==> config.mk <==
export PLATFORM = sky130hd
export DESIGN_NAME = nios_system_sysid_ext
export DESIGN_NICKNAME = d
export VERILOG_FILES = /design/src/rtl/nios_system_sysid_ext.sv
export SDC_FILE = /design/constraint.sdc
export NUM_CORES = 1
export LEC_CHECK = 0
export ABC_AREA = 1
export BUFFER_PORTS_ARGS = -buffer_cell sky130_fd_sc_hd__buf_2
export CORE_ASPECT_RATIO = 0.6
export CORE_MARGIN = 4
export CORE_UTILIZATION = 40
export CTS_BUF_LIST = sky130_fd_sc_hd__clkbuf_8
export CTS_CLUSTER_DIAMETER = 40
export DETAILED_ROUTE_END_ITERATION = 7
export GPL_TIMING_DRIVEN = 0
export PLACE_DENSITY = 0.58
export SETUP_SLACK_MARGIN = 0.3
export SKIP_LAST_GASP = 1
export SYNTH_ARGS = -nofsm -noshare
export SYNTH_HDL_FRONTEND = slang
export SYNTH_SLANG_ARGS = --single-unit
==> constraint.sdc <==
create_clock -name clock -period 2.2 [get_ports clock]
set_input_delay 0.44 -clock clock [delete_from_list [all_inputs] [get_ports clock]]
set_output_delay 0.44 -clock clock [all_outputs]
set_load 0.02 [all_outputs]
==> src/rtl/nios_system_sysid_ext.sv <==
// System ID peripheral: ID/timestamp words, 64-bit uptime counter with HI snapshot,
// control register and lockable scratch registers behind a never-stalling read pipeline.
module nios_system_sysid_ext #(
  parameter logic [31:0] ID_VALUE     = 32'h0000_0000,
  parameter logic [31:0] TIMESTAMP    = 32'h5662_6049,
  parameter int unsigned ADDR_W       = 4,
  parameter int unsigned NUM_SCRATCH  = 4,
  parameter int unsigned READ_LATENCY = 1
) (
  input  logic              clock,
  input  logic              reset,
  input  logic [ADDR_W-1:0] address,
  input  logic              read,
  input  logic              write,
  input  logic [31:0]       writedata,
  input  logic [3:0]        byteenable,
  output logic [31:0]       readdata,
  output logic              readdatavalid
);

  localparam logic [ADDR_W-1:0] AddrId    = ADDR_W'(0);
  localparam logic [ADDR_W-1:0] AddrTs    = ADDR_W'(1);
  localparam logic [ADDR_W-1:0] AddrLo    = ADDR_W'(2);
  localparam logic [ADDR_W-1:0] AddrHi    = ADDR_W'(3);
  localparam logic [ADDR_W-1:0] AddrCtrl  = ADDR_W'(4);
  localparam int unsigned       ScratchBase = 5;

  logic [63:0] uptime_q, uptime_d;
  logic [31:0] hi_shadow_q, hi_shadow_d;
  logic        en_q, en_d;
  logic        lock_q, lock_d;
  logic        ovf_q, ovf_d;

  logic [31:0] scratch_q [NUM_SCRATCH];
  logic [31:0] scratch_d [NUM_SCRATCH];

  logic [31:0]             pipe_data_q [READ_LATENCY];
  logic [READ_LATENCY-1:0] pipe_vld_q;

  logic        rd_acc;
  logic        wr_ctrl;
  logic        clr;
  logic [31:0] lane_mask;
  logic [31:0] ctrl_word;
  logic [31:0] rd_mux;

  // A simultaneous read+write is a pure write.
  assign rd_acc    = read & ~write;
  assign wr_ctrl   = write & (address == AddrCtrl);
  assign lane_mask = {{8{byteenable[3]}}, {8{byteenable[2]}},
                      {8{byteenable[1]}}, {8{byteenable[0]}}};
  assign clr       = wr_ctrl & byteenable[0] & writedata[1];
  assign ctrl_word = {15'd0, ovf_q, 7'd0, lock_q, 7'd0, en_q};

  always_comb begin : ctrl_next
    en_d     = en_q;
    lock_d   = lock_q;
    ovf_d    = ovf_q;
    uptime_d = uptime_q;
    if (wr_ctrl && byteenable[0]) begin
      en_d = writedata[0];
    end
    if (wr_ctrl && byteenable[1] && writedata[8]) begin
      lock_d = 1'b1;
    end
    // Clear wins over a same-cycle increment or wrap.
    if (clr) begin
      uptime_d = '0;
      ovf_d    = 1'b0;
    end else if (en_q) begin
      uptime_d = uptime_q + 64'd1;
      if (&uptime_q) begin
        ovf_d = 1'b1;
      end
    end
  end

  always_comb begin : shadow_next
    hi_shadow_d = hi_shadow_q;
    if (rd_acc && (address == AddrLo)) begin
      hi_shadow_d = uptime_q[63:32];
    end
  end

  always_comb begin : scratch_next
    for (int unsigned i = 0; i < NUM_SCRATCH; i++) begin
      scratch_d[i] = scratch_q[i];
      if (write && !lock_q && (32'(address) == 32'(ScratchBase + i))) begin
        scratch_d[i] = (scratch_q[i] & ~lane_mask) | (writedata & lane_mask);
      end
    end
  end

  always_comb begin : read_mux
    rd_mux = '0;
    case (address)
      AddrId:   rd_mux = ID_VALUE;
      AddrTs:   rd_mux = TIMESTAMP;
      AddrLo:   rd_mux = uptime_q[31:0];
      AddrHi:   rd_mux = hi_shadow_q;
      AddrCtrl: rd_mux = ctrl_word;
      default: begin
        for (int unsigned i = 0; i < NUM_SCRATCH; i++) begin
          if (32'(address) == 32'(ScratchBase + i)) begin
            rd_mux = scratch_q[i];
          end
        end
      end
    endcase
  end

  always_ff @(posedge clock) begin
    if (reset) begin
      uptime_q    <= '0;
      hi_shadow_q <= '0;
      en_q        <= 1'b0;
      lock_q      <= 1'b0;
      ovf_q       <= 1'b0;
      for (int unsigned i = 0; i < NUM_SCRATCH; i++) begin
        scratch_q[i] <= '0;
      end
      for (int unsigned i = 0; i < READ_LATENCY; i++) begin
        pipe_data_q[i] <= '0;
      end
      pipe_vld_q <= '0;
    end else begin
      uptime_q    <= uptime_d;
      hi_shadow_q <= hi_shadow_d;
      en_q        <= en_d;
      lock_q      <= lock_d;
      ovf_q       <= ovf_d;
      for (int unsigned i = 0; i < NUM_SCRATCH; i++) begin
        scratch_q[i] <= scratch_d[i];
      end
      // Data is zeroed on invalid stages so readdata is 0 whenever the strobe is low.
      pipe_vld_q[0]  <= rd_acc;
      pipe_data_q[0] <= rd_acc ? rd_mux : '0;
      for (int unsigned i = 1; i < READ_LATENCY; i++) begin
        pipe_vld_q[i]  <= pipe_vld_q[i-1];
        pipe_data_q[i] <= pipe_data_q[i-1];
      end
    end
  end

  // Masking by reset discards a strobe that would land in a reset cycle.
  assign readdatavalid = pipe_vld_q[READ_LATENCY-1] & ~reset;
  assign readdata      = reset ? 32'd0 : pipe_data_q[READ_LATENCY-1];

endmodule

==> run metrics <==
mean post-synth cell area ~7.1 µm²; sw power approximately 2.5 mW; Synth top cells by count 303 x nor2_1, 287 x nand2_1, 260 x dfxtp_1; routed len/inst ~20 µm; P_leak between 5 and 6 nW; gr usage total roughly a quarter; Hold WC Path Type input port to flop; CP max FO 10; Seq/Total Area, Yosys 41.6%; VDD IR max 0.377 mV; CTS tree done; Routability Congestion between 1 and 1.5; sequential share of power between 40% and 50%; sw frac around a quarter; Die Ht approximately 150 µm; Detailed Place HPWL approximately 36 mm; Finish-stage setup viols 0; CTS clk-pin slew, worst paths 0.07 ns; yosys warns 0; CTS Root Cell clkbuf_8; Residual DRC 0; Layout Cells excl Fill about 2300; Post-synth EDFFs 0; number of global-route vias before repair between 10000 and 15000; CTS Sinks 260; Vias/cell about 5.4; drt total wl 46.3 mm; combinational power share roughly 6.2%; share of the synthesized area in the top cell type approximately two fifths; Cells after Synth 1755; Placed Area roughly 13000 µm²; initial antenna violation count 1; Critical Path Source Type input port; cts bufs inserted 42; nets slightly below 2000; hold slack approximately 0.15 ns; Least-Margin Pin Slew around 0.88 ns; DR vias approximately 13000; minimum clock period around 1.9 ns; top_reg_cell synth dfxtp_1; fill count between 3000 and 4000; footprint of the multi-input gates 6140 µm²; placed insts ~2200; ranking of synthesized cells by area dfxtp_1 42%, nor2_1 9.1%, nand2_1 8.6%, inv_1 7.0%, a21oi_1 6.8%; critical path class input port to primary output; FF+latch count, synth 260; RSZ-0062 raised after global routing true; Final period util 86.0%; Slew headroom around two fifths; CP endpoint kind primary output; internal power approximately 7.3 mW; Die X-Extent 236 µm; CTS max path bufs 3; most numerous cell in the Yosys netlist nor2_1; max cap viols 0; worst path arrival time 1.45 ns; R2R Setup Slk between 0.3 and 0.4 ns; Reg area 5220 µm²; initial drt markers around 1300; Area Overhead vs Synth 17.2%; distinct cell type count after synthesis 41; IO Port Bufs 75; die area between 30000 and 40000 µm²; Post-Route Skew 0.0292 ns; area leader, netlist dfxtp_1; Max Fclk between 0.5 and 0.6 GHz; share of flip-flops with an asynchronous set or reset 0%; Core Box Area 30400 µm²; Syn Nets between 1500 and 2000; Post-DRT Antenna Nets 0; # hold bufs at CTS 0; I/O pins 77; Pre-antenna DRT Iters 6; PwrDens ~670 nW/µm²; Final Power about 9.8 mW; Placement Rows 49; clock share of power 45.0%; Worst-Skew Late Latency 0.59 ns; max-slew violations 0; grt ovf 0; largest net degree at the start of global routing 11; H-tree levels 2; initial core utilization between 40% and 50%; layout cells sized above 1 16.5%; outcome finished clean; cell area after layout ~15000 µm²; Mapped Area around 13000 µm²; final setup TNS 0 ns; first-pass GRT wire length approximately 69 mm; Final Hold Fails 0; CP required about 1.8 ns
routing by layer:
metal  GRT usage [%]  wire, µm
met1            43.3     23900
met2            31.2     16500
met4            5.25       657
met3            8.00      5280
met5               0         0
placed cells by master, fill, tap and decap left out, types with 4 or more instances in the layout:
| cell type | instances |
|---|---|
| nand2_1 | 282 |
| nor2_1 | 274 |
| dfxtp_1 | 254 |
| inv_1 | 246 |
| a21oi_1 | 169 |
| a211oi_1 | 98 |
| buf_2 | 93 |
| o21ai_0 | 61 |
| clkbuf_8 | 57 |
| nand4_1 | 55 |
| o22ai_1 | 50 |
| nand3_1 | 37 |
| clkbuf_1 | 28 |
| nor2_4 | 24 |
| buf_4 | 24 |
| nor2_2 | 20 |
| nand3_4 | 16 |
| nand2_2 | 14 |
| nor3_1 | 12 |
| inv_2 | 10 |
| a21oi_2 | 10 |
| buf_6 | 8 |
| xor2_1 | 7 |
| nand3_2 | 5 |
| nand3b_1 | 5 |
| o21bai_1 | 4 |
| buf_1 | 4 |
| dfxtp_2 | 4 |
layout make-up:
| cell class | instances | share of cell area [%] |
|---|---|---|
| diodes | 1 | 0.0171 |
| plain buffers | 84 | 3.50 |
| clock buffers | 55 | 5.16 |
| clock inverters | 18 | 0.717 |
| inverters | 247 | 6.37 |
| multi-input cells | 1164 | 41.9 |
| flip-flops and latches | 260 | 35.6 |
| well taps | 408 | 3.48 |
| repair buffers | 84 | 3.28 |
worst max-delay path, cell delays in order:
cell and delay (ns):
clkbuf_4 0.19, clkbuf_16 0.21, clkbuf_8 0.20, nor2_2 0.19, buf_2 0.20
power by group through the flow:
stage          Sequential (mW)  Clock [mW]  Combinational (mW)
4_1_cts                   4.76        4.48               0.594
3_5_place_dp              4.87           0               0.578
3_3_place_gp              4.87           0               0.574
5_1_grt                   4.76        4.70               0.648
6_report                  4.76        4.40               0.609
2_1_floorplan             4.87           0               0.326
metrics by stage:
stage,utilization [%],setup WS (ns)
2_1_floorplan,-,0.309
3_3_place_gp,44.1,-0.836
3_5_place_dp,44.1,-0.782
4_1_cts,47.5,0.279
5_1_grt,48.2,0.277
6_report,48.2,0.307
kinds of logic (layout without fill, tap and decap cells):
| logic type | after synthesis | after routing | synth area share [%] |
|---|---|---|---|
| buffers and inverters | 331 | 488 | 11.1 |
| xor gates and xnor gates | 8 | 8 | 0.560 |
| AOI/OAI and AO/OA | 402 | 402 | 19.3 |
| other | 0 | 1 | 0 |
| DFF | 260 | 260 | 41.6 |
| muxes | 1 | 1 | 0.0800 |
| and+or+nand+nor | 752 | 752 | 27.2 |
| adders and majority gates | 1 | 1 | 0.100 |
path summary, 6_finish.rpt:
| kind | start | end | cells past startpoint |
|---|---|---|---|
| max reg2reg | uptime_q[28]$_SDFFE_PP0P_ | uptime_q[48]$_SDFFE_PP0P_ | 9 |
| max | reset | readdata[20] | 5 |
| min | writedata[27] | flop | 3 |
| min reg2reg | flop | flop | 2 |
what timing repair did:
item | in CTS | in global routing
endpoints found under the setup margin | 61 | 45
setup buffers | 2 | 7
gates resized for setup | 47 | 42
pin swaps | 1 | 6
(Power assumes the default switching activity.)
